$ cat src/rtl/listo_pkg.sv
// Shared register offsets, reset constants and helpers for the done-flag
// register block.
package listo_pkg;

   localparam int OFF_STATUS  = 0;
   localparam int OFF_MASK    = 1;
   localparam int OFF_PENDING = 2;
   localparam int OFF_COUNT   = 3;
   localparam int OFF_OVERRUN = 4;

   localparam logic        RST_FLAG = 1'b0;
   localparam logic [31:0] RST_WORD = 32'd0;

   typedef enum logic [2:0] {
      SEL_STATUS,
      SEL_MASK,
      SEL_PENDING,
      SEL_COUNT,
      SEL_OVERRUN,
      SEL_NONE
   } reg_sel_e;

   function automatic logic [4:0] popcount16(input logic [15:0] v);
      logic [4:0] cnt;
      cnt = '0;
      for (int i = 0; i < 16; i++) begin
         cnt = cnt + 5'(v[i]);
      end
      return cnt;
   endfunction

endpackage

$ cat src/rtl/registro_listo_multi_if.sv
// Single-cycle register bus between a host and the done-flag register block.
interface registro_listo_multi_if #(
   parameter int ADDR_W = 9
);
   logic              Write;
   logic              Read;
   logic [ADDR_W-1:0] Address;
   logic [31:0]       WriteData;
   logic [31:0]       ReadData;
   logic              ReadValid;

   modport master (
      output Write, Read, Address, WriteData,
      input  ReadData, ReadValid
   );

   modport slave (
      input  Write, Read, Address, WriteData,
      output ReadData, ReadValid
   );
endinterface

$ cat src/rtl/listo_flag_cell.sv
// One sticky flag bit: set has priority over a write-1-to-clear in the same
// cycle, so no event is ever lost.
module listo_flag_cell
   import listo_pkg::*;
(
   input  logic CLK,
   input  logic ResetMaster,
   input  logic set,
   input  logic clr,
   output logic q
);

   logic q_reg;
   logic q_next;

   always_comb begin
      q_next = set | (q_reg & ~clr);
   end

   always_ff @(posedge CLK) begin
      if (ResetMaster) begin
         q_reg <= RST_FLAG;
      end else begin
         q_reg <= q_next;
      end
   end

   assign q = q_reg;

endmodule

$ cat src/rtl/registro_listo_multi.sv
// Multi-channel done-flag register block: sticky STATUS/OVERRUN flags, MASK,
// PENDING, saturating completion COUNT and a registered interrupt.
module registro_listo_multi
   import listo_pkg::*;
#(
   parameter int          NUM_CH    = 4,
   parameter int          ADDR_W    = 9,
   parameter int unsigned BASE_ADDR = 'h184,
   parameter int          CNT_W     = 8
) (
   input  logic                  CLK,
   input  logic                  ResetMaster,
   registro_listo_multi_if.slave bus,
   input  logic [NUM_CH-1:0]     EnableListo,
   output logic [NUM_CH-1:0]     Out,
   output logic                  Irq
);

   localparam int SUM_W = CNT_W + 5;

   logic [NUM_CH-1:0] status_q;
   logic [NUM_CH-1:0] overrun_q;
   logic [NUM_CH-1:0] status_clr;
   logic [NUM_CH-1:0] overrun_clr;
   logic [NUM_CH-1:0] overrun_set;
   logic [NUM_CH-1:0] pending;
   logic [NUM_CH-1:0] mask_reg;
   logic [CNT_W-1:0]  count_reg;
   logic [CNT_W-1:0]  count_base;
   logic [CNT_W-1:0]  count_next;
   logic [SUM_W-1:0]  count_sum;
   logic              irq_reg;
   logic              rvalid_reg;
   logic [31:0]       rdata_reg;
   logic [31:0]       rd_word;
   logic [ADDR_W-1:0] offset;
   reg_sel_e          sel;
   logic              wr_status;
   logic              wr_mask;
   logic              wr_count;
   logic              wr_overrun;
   logic              unused_wdata;

   assign unused_wdata = ^bus.WriteData;

   // Offsets are relative to BASE_ADDR so one decoder serves any base.
   assign offset = bus.Address - ADDR_W'(BASE_ADDR);

   always_comb begin
      sel = SEL_NONE;
      case (offset)
         ADDR_W'(OFF_STATUS):  sel = SEL_STATUS;
         ADDR_W'(OFF_MASK):    sel = SEL_MASK;
         ADDR_W'(OFF_PENDING): sel = SEL_PENDING;
         ADDR_W'(OFF_COUNT):   sel = SEL_COUNT;
         ADDR_W'(OFF_OVERRUN): sel = SEL_OVERRUN;
         default:              sel = SEL_NONE;
      endcase
   end

   assign wr_status  = bus.Write && (sel == SEL_STATUS);
   assign wr_mask    = bus.Write && (sel == SEL_MASK);
   assign wr_count   = bus.Write && (sel == SEL_COUNT);
   assign wr_overrun = bus.Write && (sel == SEL_OVERRUN);

   assign status_clr  = wr_status  ? bus.WriteData[NUM_CH-1:0] : '0;
   assign overrun_clr = wr_overrun ? bus.WriteData[NUM_CH-1:0] : '0;
   // A repeat event on an already-set flag is an overrun unless software is
   // acknowledging that same flag this cycle.
   assign overrun_set = EnableListo & status_q & ~status_clr;
   assign pending     = status_q & mask_reg;

   genvar gi;
   generate
      for (gi = 0; gi < NUM_CH; gi++) begin : g_ch
         listo_flag_cell u_status (
            .CLK         (CLK),
            .ResetMaster (ResetMaster),
            .set         (EnableListo[gi]),
            .clr         (status_clr[gi]),
            .q           (status_q[gi])
         );
         listo_flag_cell u_overrun (
            .CLK         (CLK),
            .ResetMaster (ResetMaster),
            .set         (overrun_set[gi]),
            .clr         (overrun_clr[gi]),
            .q           (overrun_q[gi])
         );
      end
   endgenerate

   // A COUNT write replaces the base; this cycle's events still land on top.
   always_comb begin
      count_base = wr_count ? bus.WriteData[CNT_W-1:0] : count_reg;
      count_sum  = SUM_W'(count_base) + SUM_W'(popcount16(16'(EnableListo)));
      count_next = (count_sum > SUM_W'({CNT_W{1'b1}})) ? {CNT_W{1'b1}}
                                                        : count_sum[CNT_W-1:0];
   end

   always_comb begin
      rd_word = RST_WORD;
      case (sel)
         SEL_STATUS:  rd_word = 32'(status_q);
         SEL_MASK:    rd_word = 32'(mask_reg);
         SEL_PENDING: rd_word = 32'(pending);
         SEL_COUNT:   rd_word = 32'(count_reg);
         SEL_OVERRUN: rd_word = 32'(overrun_q);
         default:     rd_word = RST_WORD;
      endcase
   end

   always_ff @(posedge CLK) begin
      if (ResetMaster) begin
         mask_reg   <= RST_WORD[NUM_CH-1:0];
         count_reg  <= RST_WORD[CNT_W-1:0];
         irq_reg    <= RST_FLAG;
         rvalid_reg <= RST_FLAG;
         rdata_reg  <= RST_WORD;
      end else begin
         if (wr_mask) begin
            mask_reg <= bus.WriteData[NUM_CH-1:0];
         end
         count_reg  <= count_next;
         irq_reg    <= |pending;
         rvalid_reg <= bus.Read;
         if (bus.Read) begin
            rdata_reg <= rd_word;
         end
      end
   end

   assign bus.ReadData  = rdata_reg;
   assign bus.ReadValid = rvalid_reg;
   assign Out           = status_q;
   assign Irq           = irq_reg;

endmodule
$ cat src/flat_wrapper.sv
// flat-port wrapper written by rule: the top's interface ports become plain ports
module registro_listo_multi_flat import listo_pkg::*;
#(
   parameter int          NUM_CH    = 4,
   parameter int          ADDR_W    = 9,
   parameter int unsigned BASE_ADDR = 'h184,
   parameter int          CNT_W     = 8
)
  (CLK, ResetMaster, EnableListo, Out, Irq, bus_Write, bus_Read, bus_Address, bus_WriteData, bus_ReadData, bus_ReadValid);
  registro_listo_multi_if #(.ADDR_W(ADDR_W)) bus_i ();
  input  logic CLK;
  input  logic ResetMaster;
  input  logic [NUM_CH-1:0] EnableListo;
  output logic [NUM_CH-1:0] Out;
  output logic Irq;
  input wire logic [$bits(bus_i.Write)-1:0] bus_Write;
  input wire logic [$bits(bus_i.Read)-1:0] bus_Read;
  input wire logic [$bits(bus_i.Address)-1:0] bus_Address;
  input wire logic [$bits(bus_i.WriteData)-1:0] bus_WriteData;
  output wire logic [$bits(bus_i.ReadData)-1:0] bus_ReadData;
  output wire logic [$bits(bus_i.ReadValid)-1:0] bus_ReadValid;
  assign bus_i.Write = bus_Write;
  assign bus_i.Read = bus_Read;
  assign bus_i.Address = bus_Address;
  assign bus_i.WriteData = bus_WriteData;
  assign bus_ReadData = bus_i.ReadData;
  assign bus_ReadValid = bus_i.ReadValid;
  registro_listo_multi #(.NUM_CH(NUM_CH), .ADDR_W(ADDR_W), .BASE_ADDR(BASE_ADDR), .CNT_W(CNT_W)) u_core (.CLK(CLK), .ResetMaster(ResetMaster), .bus(bus_i), .EnableListo(EnableListo), .Out(Out), .Irq(Irq));
endmodule
$ cat config.mk
export PLATFORM = sky130hd
export DESIGN_NAME = registro_listo_multi_flat
export DESIGN_NICKNAME = d
export VERILOG_FILES = /design/src/rtl/listo_pkg.sv /design/src/rtl/registro_listo_multi_if.sv /design/src/rtl/listo_flag_cell.sv /design/src/rtl/registro_listo_multi.sv /design/src/flat_wrapper.sv
export SDC_FILE = /design/constraint.sdc
export NUM_CORES = 1
export LEC_CHECK = 0
export CORE_MARGIN = 5
export CORE_UTILIZATION = 45
export CTS_CLUSTER_DIAMETER = 50
export DETAILED_ROUTE_END_ITERATION = 7
export PLACE_DENSITY_LB_ADDON = 0.12
export SLEW_MARGIN = 20
export SYNTH_ARGS = -nofsm -noshare
export SYNTH_HDL_FRONTEND = slang
export SYNTH_HIERARCHICAL = 1
export SYNTH_SLANG_ARGS = --single-unit
export TNS_END_PERCENT = 20
$ cat constraint.sdc
create_clock -name CLK -period 7.18 [get_ports CLK]
set_input_delay 0.718 -clock CLK [delete_from_list [all_inputs] [get_ports CLK]]
set_output_delay 0.718 -clock CLK [all_outputs]
set_load 0.01 [all_outputs]
# Word-level counts from Yosys, hierarchy flattened
# Index checks and enable logic that the tools add are counted.
# totals
ramBits,0
mem_count,0
elab_cells,68
reg_bits,54
romBits,0
output_inout_bits,38
latch_bits,0
# classes
muxes,6
n_reduce_logical,7
bitwise_logic,28
addsub,5
shifts,0
n_div,0
n_lt_le_gt_ge,1
n_eq_ne,8
multipliers,0
# ops
op,n
$pmux 8 s5,1
$eq 9x2->1 const B,2
$mux 8,2
$pmux 3 s5,1
$gt 13x8->1 const B,1
$and 4x4->4,3
$add 5x1->5,2
$add 8x5->9,1
$eq 9x1->1 const B,1
$eq 9x3->1 const B,1
$logic_not 9->1,1
$sub 9x9->9 const B,1
$and 1x1->1,8
$mux 4,2
$not 1->1,8
$or 1x1->1,8
$eq 3x2->1 const B,2
$logic_and 1x1->1,4
$not 4->4,1
$reduce_or 4->1,1
$eq 3x1->1 const B,1
$eq 3x3->1 const B,1
$logic_not 3->1,1
$add 1x1->2,1

# Logic depth before layout (Yosys ltp)
# Gate-level depths: netlist of the first run.
# logic_depth
depth_word,9
ltp_mapped,13
mapped_depth_nobuf,11

# Hierarchy
# Netlist of the first run, hierarchy kept.
# modules_own_cells
mod,area_each_um2,cells_each,n_inst
registro_listo_multi,1599.0,193,1
listo_flag_cell,38.8,4,8

# Least setup slack after synthesis of the first run
# No wires, ideal clock.
# synth_path
path_type,in2reg
from,input port bus_Address[5]
to,register u_core.count_reg[4]
t_arrival_ns,3.422
setup_slack_ns,3.625
setup_ns,0.134
n_path_buf,2
stages,13
required_ns,7.046
cell_sequence,or3_1 buf_6 nor4_4 buf_6 mux2_2 fa_1 inv_1 fa_1 inv_1 and3_1 xor2_1 mux2i_1 a21oi_1
# synth_between
elab_chain_len,9
elab_cells_between_ends,13
# synth_rtl
item,line,rtl
"start, declared",flat_wrapper.sv:18,input wire logic [$bits(bus_i.Address)-1:0] bus_Address;
$sub 9x9->9 *,registro_listo_multi.sv:47,assign offset = bus.Address - ADDR_W'(BASE_ADDR);
$eq 9x3->1 (tied with other cells),registro_listo_multi.sv:51,case (offset)
$pmux 3 s5 *,registro_listo_multi.sv:51,
$eq 3x2->1 *,registro_listo_multi.sv:63,assign wr_count = bus.Write && (sel == SEL_COUNT);
$logic_and 1x1->1 *,registro_listo_multi.sv:63,
$mux 8 *,registro_listo_multi.sv:95,count_base = wr_count ? bus.WriteData[CNT_W-1:0] : count_reg;
$add 8x5->9 *,registro_listo_multi.sv:96,count_sum = SUM_W'(count_base) + SUM_W'(popcount16(16'(EnableListo)));
$gt 13x8->1,registro_listo_multi.sv:97,count_next = (count_sum > SUM_W'({CNT_W{1'b1}})) ? {CNT_W{1'b1}}
$mux 8 *,registro_listo_multi.sv:97,
"end signal, assigned",registro_listo_multi.sv:116,count_reg <= RST_WORD[CNT_W-1:0];
"end signal, assigned",registro_listo_multi.sv:124,count_reg <= count_next;
"end, declared",registro_listo_multi.sv:28,logic [CNT_W-1:0] count_reg;
# Every way passes the cells marked *; elsewhere a longest branch is shown, timed or not.
# A chain may end at the register's enable or synchronous reset.

# Worst setup path after layout of the first run
# layout_path
from,input port bus_Address[0]
to,register u_core.count_reg[4]
# The elaborated chain is that of the path after synthesis.

==> results.md, run 1 <==
- Status: complete, no violations
- Placement row count: 23
- Startpoint type of the worst setup path: primary input
- Worst hold path class: flip-flop to flip-flop
- Max H-tree Level: 2
- Core ar.: 4058 um2
- Maximum achievable frequency: 266.1 MHz
- Via count of the first global-routing pass: 1492
- Count of TritonRoute iterations in the first routing pass: 5
- GP Congestion: 0.7636
- Sequential-to-total area share from yosys stat: 31.45%
- Tightest hold margin: 0.4904 ns
- Post-DP HPWL: 3.305 mm
- Most used flip-flop cell after synthesis: dfxtp_1
- Worst hold path stage count: 2
- Launch instance of the worst register-to-register path: u_core/count_reg[0]$_SDFF_PP0_
- Net total in the final layout: 318
- Portion of the clock cycle consumed by the worst path in the final layout: 52.35%
- Clk Tree Root Cell: clkbuf_8
- TritonCTS Buffers: 5
- Total of warnings raised by yosys: 6
- Setup crit end kind: flip-flop
- Width of the chip: 75.14 um
- Count of flip-flops with a built-in enable after synthesis: 0
- Top area cells in the synthesized netlist: dfxtp_1 (31%), buf_4 (9.4%), mux2i_1 (4.7%)
- Most area-hungry cell type in the Yosys netlist: dfxtp_1
- Clock buffer depth: 2
- Worst min-delay path endpoint: u_core/g_ch[0].u_overrun/q$_SDFF_PP0_
- Unrepaired setup endpoints after global routing: false
- Buffers added on ports: 38
- Initial detailed-routing violation count: 87
- Syn Area/Cell: 8.486 um2
- Starting Density: 47.06%
- R2r worst-path depth: 9
- Die footprint: 5645 um2
- Die height: 75.14 um
- Remaining DRCs: 0
- Lkg Pwr: 0.0009336 uW
- Setup Skew: 0.002364 ns
- Via-per-instance ratio: 5.123
- Routed wire length: 4.345 mm
- Number of synthesized register bits: 30
- Clock latency at the later pin of the worst-skew pair: 0.28 ns
- Share of async-settable or async-resettable flops after synthesis: 0%
- WP data arrival: 3.91 ns
- Worst relative slew slack: 62.53%
- Gates resized, CTS repair: 0
- Max IR drop VDD: 0.1497 mV
- Area added between synthesis and finish: 21.89%
- Post-Syn Area: 1909 um2
- Portion of synthesized cell area occupied by the leading cell type: 31.45%
- Sum of overflow across all layers after global routing: 0
- Clock sink total: 30
- Antenna Violating Nets Remaining: 0
- Number of pins exceeding their max-slew limit in the final report: 0
- Total of max-cap violations: 0
- Count of cell types in the netlist: 42
- Clock slew at reported path FFs: 0.06 ns
- Share of cells above drive strength 1: 9.023%
- Required time worst endpoint: 7.33 ns
- Number of antenna cells inserted: 0
- Power density relative to cell area: 177.9 nW/um2
- # Post-CTS Setup Buffers: 0
- Post-route setup TNS: 0 ns
- Instance count of the mapped netlist: 225
- Hold-fix buffer count after cts: 0
- Antenna violations before repair: 0
- Pin slew with the least headroom to its limit: 0.5570 ns
- Critical Path Fanout Max: 15
- First-pass GRT wire length: 7.044 mm
- FILL cells: 400
- I/O pin cnt: 87
- R2r endpoint: u_core/count_reg[4]$_SDFF_PP0_
- Overall routing resource usage: 16.08%
- Vias: 1619
- Minimum setup slack among reg-to-reg paths: 5.14 ns
- Shortest clock period the worst path allows after layout: 3.759 ns
- CTS tree: built
- Category of the critical setup timing path: primary input to flip-flop
- Hold Vio Cnt, Final: 0
- Maximum number of pins on one net before global-route repair: 28
- Startpoint of the lowest-slack hold path: u_core/g_ch[0].u_overrun/q$_SDFF_PP0_
- Count of final setup violators: 0
- Per-cell routed wire length: 13.75 um
Yosys cell counts (2+ instances only):
cell      count
a22oi_1       4
o21ai_0      11
clkbuf_1      4
buf_4        24
a21oi_2       8
or3_1         2
nand4_1       2
a21oi_1      10
and4_1        3
xor2_1        2
xnor2_1       4
mux2i_1       9
mux2_2        3
nand2_1      18
and2_1        8
and3_1        4
nand3_1       6
fa_1          3
a222oi_1      4
nand2b_1      9
nor3_1        3
buf_6         2
nor2b_1       5
inv_1        12
dfxtp_1      30
a31oi_1       2
nor2_1       18
kinds of logic (layout without fill, tap and decap cells):
| family | count (synthesis) | count (layout) | synth area share (%) |
|---|---|---|---|
| adders and majority gates | 4 | 4 | 3.801 |
| other | 1 | 24 | 0.1964 |
| DFF | 30 | 30 | 31.45 |
| and+or+nand+nor | 83 | 83 | 24.05 |
| AOI/OAI and AO/OA | 46 | 46 | 16.71 |
| muxes | 13 | 13 | 7.274 |
| xor gates and xnor gates | 6 | 6 | 2.752 |
| buffers and inverters | 42 | 60 | 13.76 |
cells in the final DEF (no fill, tap or decap), types with 9 or more instances in the layout:
master	count
nor2_1	18
inv_1	12
mux2i_1	9
nand2_1	18
dfxtp_1	30
o21ai_0	11
clkdlybuf4s50_1	38
a21oi_1	10
conb_1	24
nand2b_1	9
per-layer routing:
| metal | GRT usage (%) | share of wire, % | vias to the layer above |
|---|---|---|---|
| met4 | 5.825 | 1.2 | 0 |
| met5 | 0 | 0 | - |
| met2 | 23.89 | 42 | 60 |
| met1 | 22.56 | 47 | 738 |
| li1 | - | - | 816 |
| met3 | 4.005 | 9.2 | 5 |
layout make-up:
| type | count | area, um2 | share of cell area [%] |
|---|---|---|---|
| sequential | 30 | 600.6 | 25.81 |
| clock buffer | 7 | 86.33 | 3.710 |
| multi-input combinational | 176 | 1132 | 48.66 |
| timing repair buffer | 40 | 395.4 | 16.99 |
| inverter | 12 | 45.04 | 1.935 |
| tap | 50 | 62.56 | 2.688 |
| clock inverter | 1 | 5.005 | 0.2151 |
through the flow:
| step | instance area, um2 | total power (uW) | util (%) | instances | worst slack [ns] |
|---|---|---|---|---|---|
| 2_1_floorplan | 1996 | 251.8 | - | 248 | 3.625 |
| 3_3_place_gp | 2236 | 278.4 | 55.10 | 308 | 3.092 |
| 3_5_place_dp | 2236 | 279.4 | 55.10 | 308 | 3.099 |
| 4_1_cts | 2327 | 417.3 | 57.35 | 316 | 3.399 |
| 5_1_grt | 2327 | 439.0 | 57.35 | 316 | 3.227 |
| 6_report | 2327 | 414.0 | 57.35 | 316 | 3.421 |
critical path, cell delays in order:
cell and delay [ns]:
clkdlybuf4s50_1 0.72, nand3_1 0.19, nor4_4 0.30, buf_4 0.27, mux2_2 0.37, fa_1 0.38, inv_1 0.08, fa_1 0.21
inv_1 0.12, and3_1 0.21, xor2_1 0.14, mux2i_1 0.12, a21oi_1 0.08
power by group:
group          leakage (uW)  switching [uW]  total, uW  internal (uW)
sequential         0.000245            9.51        186            176
clock             0.0000482            61.3        138           77.2
combinational      0.000641            50.4       89.9           39.5
worst max-delay path by stage:
| stage | depth (start not counted) | from | endpoint |
|---|---|---|---|
| after CTS | 13 | bus_Address[0] | u_core/count_reg[4]$_SDFF_PP0_ |
| after global routing | 13 | bus_Address[0] | u_core/count_reg[4]$_SDFF_PP0_ |
| after global placement | 13 | bus_Address[0] | u_core/count_reg[4]$_SDFF_PP0_ |
| after detailed placement | 13 | bus_Address[0] | u_core/count_reg[4]$_SDFF_PP0_ |
| final | 13 | bus_Address[0] | u_core/count_reg[4]$_SDFF_PP0_ |
| after floorplan | 13 | bus_Address[5] | u_core/count_reg[4]$_SDFF_PP0_ |
No activity file was read; power rests on OpenSTA's default activity.
==> run 2, diff against run 1 <==
CORE_UTILIZATION = 42   (was 45)
clock period = 3.5 ns   (was 7.18 ns; I/O delays follow)
==> run 2 against run 1 <==
Via count shrank 0.43%. Non-clock buffer count grew 3. Register-to-register slack lost 3.7 ns. Die area grew 6.2%. Critical path type unchanged. Count of clock-buffer cells in the layout shrank 1. Design area grew 0.70%. Largest power group unchanged.
==> results.md, run 2 (synthesized netlist as in run 1, its figures left out) <==
- Gates resized, CTS repair: 0
- Buffers and inverters on the worst path: 2
- Category of the critical setup timing path: primary input to flip-flop
- Remaining DRCs: 0
- Status: complete, no violations
- Via count of the first global-routing pass: 1500
- Commonest non-fill, non-tap cell in the layout: clkdlybuf4s50_1
- Count of final setup violators: 0
- Die height: 77.43 um
- Slowest-stage cell, CP: or3_1
- Switching power: 237.1 uW
- Sw Ratio: 28.47%
- Clock slew at reported path FFs: 0.06 ns
- # Post-CTS Setup Buffers: 0
- Unrepaired setup endpoints after global routing: false
- Antenna violations before repair: 0
- Routed wire length: 4.332 mm
- Share of total power in sequential cells: 45.7%
- I/O pin cnt: 87
- Number of pins exceeding their max-slew limit in the final report: 0
- Setup crit end kind: flip-flop
- Width of the chip: 77.43 um
- Number of non-filler instances in the completed layout: 319
- Hold Vio Cnt, Final: 0
- Cell family with the largest share of critical-path delay: simple AND/OR/NAND/NOR gates
- Antenna Violating Nets Remaining: 0
- Per-cell routed wire length: 13.58 um
- Setup Skew: 0.002431 ns
- Overall routing resource usage: 14.47%
- Internal Pwr Total: 595.7 uW
- Starting Density: 43.55%
- TritonCTS Buffers: 5
- Clock latency at the later pin of the worst-skew pair: 0.27 ns
- Post-route setup TNS: 0 ns
- Net total in the final layout: 321
- Finished Core Util: 53.45%
- Core ar.: 4384 um2
- Max H-tree Level: 2
- Most used cells in the layout excluding fill and tap cells: clkdlybuf4s50_1 (38), dfxtp_1 (30), conb_1 (24), nand2_1 (18), nor2_1 (18)
- Clock sink total: 30
- Share of cells above drive strength 1: 9.738%
- Pin slew with the least headroom to its limit: 0.5504 ns
- Critical Path Fanout Max: 14
- Buffers added on ports: 38
- First-pass GRT wire length: 7.100 mm
- Clock buffer depth: 2
- Power density relative to cell area: 355.4 nW/um2
- Maximum number of pins on one net before global-route repair: 28
- Count of TritonRoute iterations in the first routing pass: 4
- Area added between synthesis and finish: 22.74%
- Die footprint: 5995 um2
- Via-per-instance ratio: 5.053
- Post-DP HPWL: 3.345 mm
- Shortest clock period the worst path allows after layout: 3.090 ns
- Critical path's largest stage delay: 0.44 ns
- Clk Tree Root Cell: clkbuf_8
- Worst relative slew slack: 62.98%
- Portion of the clock cycle consumed by the worst path in the final layout: 88.28%
- Crit-path cells: clkdlybuf4s50_1, or3_1, nor4_4, buf_4, mux2_2, ha_1, a21o_1, nand4_1, xnor2_1, mux2i_1, a21oi_1
- CTS tree: built
- Max IR drop VDD: 0.2008 mV
- Startpoint type of the worst setup path: primary input
- Number of antenna cells inserted: 0
- Maximum achievable frequency: 323.6 MHz
- Lkg Pwr: 0.0009424 uW
- Combinational share of power: 22.5%
- Placement row count: 24
- Vias: 1612
- Required time worst endpoint: 3.65 ns
- Clk pwr share: 31.7%
- WP data arrival: 3.24 ns
- GP Congestion: 0.7931
- Cell total after placement: 313
- Worst hold path class: flip-flop to flip-flop
- Initial detailed-routing violation count: 115
- Sum of overflow across all layers after global routing: 0
- FILL cells: 449
- Total of max-cap violations: 0
- Hold-fix buffer count after cts: 0
[run 2: area by class of cell]
| class | instances | area (um2) | share of cell area [%] |
|---|---|---|---|
| clock buffers | 6 | 82.58 | 3.524 |
| inverters | 12 | 45.04 | 1.922 |
| multi-input cells | 176 | 1132 | 48.32 |
| flip-flops and latches | 30 | 600.6 | 25.63 |
| well taps | 52 | 65.06 | 2.776 |
| repair buffers | 43 | 417.9 | 17.83 |
[run 2: worst paths after layout]
| check | to | from | slack, ns | depth (start not counted) |
|---|---|---|---|---|
| max | u_core/count_reg[5]$_SDFF_PP0_ | bus_Address[5] | 0.41 | 11 |
| min | u_core/bus.ReadData[0]$_SDFFE_PP0P_ | u_core/bus.ReadData[0]$_SDFFE_PP0P_ | 0.49 | 2 |
| max reg2reg | u_core/count_reg[4]$_SDFF_PP0_ | u_core/count_reg[0]$_SDFF_PP0_ | 1.44 | 9 |
| min reg2reg | u_core/bus.ReadData[0]$_SDFFE_PP0P_ | u_core/bus.ReadData[0]$_SDFFE_PP0P_ | 0.49 | 2 |
[run 2: layer usage]
layer  vias up  wire [um]  track usage (%)  part of all wire [%]
met2        53       1890            21.97                    44
met3         2        288            3.588                   6.6
met1       732       2124            20.11                    49
li1        825          -                -                     -
met5         -          0                0                     0
met4         0         28            4.639                  0.65
[run 2: tightest hold or removal path, delay by kind of cell, from the launching register on]
kind / cells / cell delay, ns
AOI/OAI and AO/OA: 2 / 0.13
DFF: 1 / 0.32
[run 2: per-stage QoR]
stage               worst slack, ns  hold slack, ns  area, um2  total power (uW)
floorplan                    0.3127          0.4124       1996             516.4
global placement             0.1245          0.4790       2261             573.7
detailed placement           0.1158          0.4777       2261             575.7
CTS                          0.3907          0.4916       2344             843.5
global route                 0.2109          0.5202       2344             884.5
finish                       0.4101          0.4881       2344             832.9
[run 2: power groups by stage]
stage,clock network [uW],registers (uW),logic [uW]
finish,264,381,188
global route,289,384,211
CTS,274,381,189
detailed placement,0,388,187
global placement,0,388,185
floorplan,0,383,133
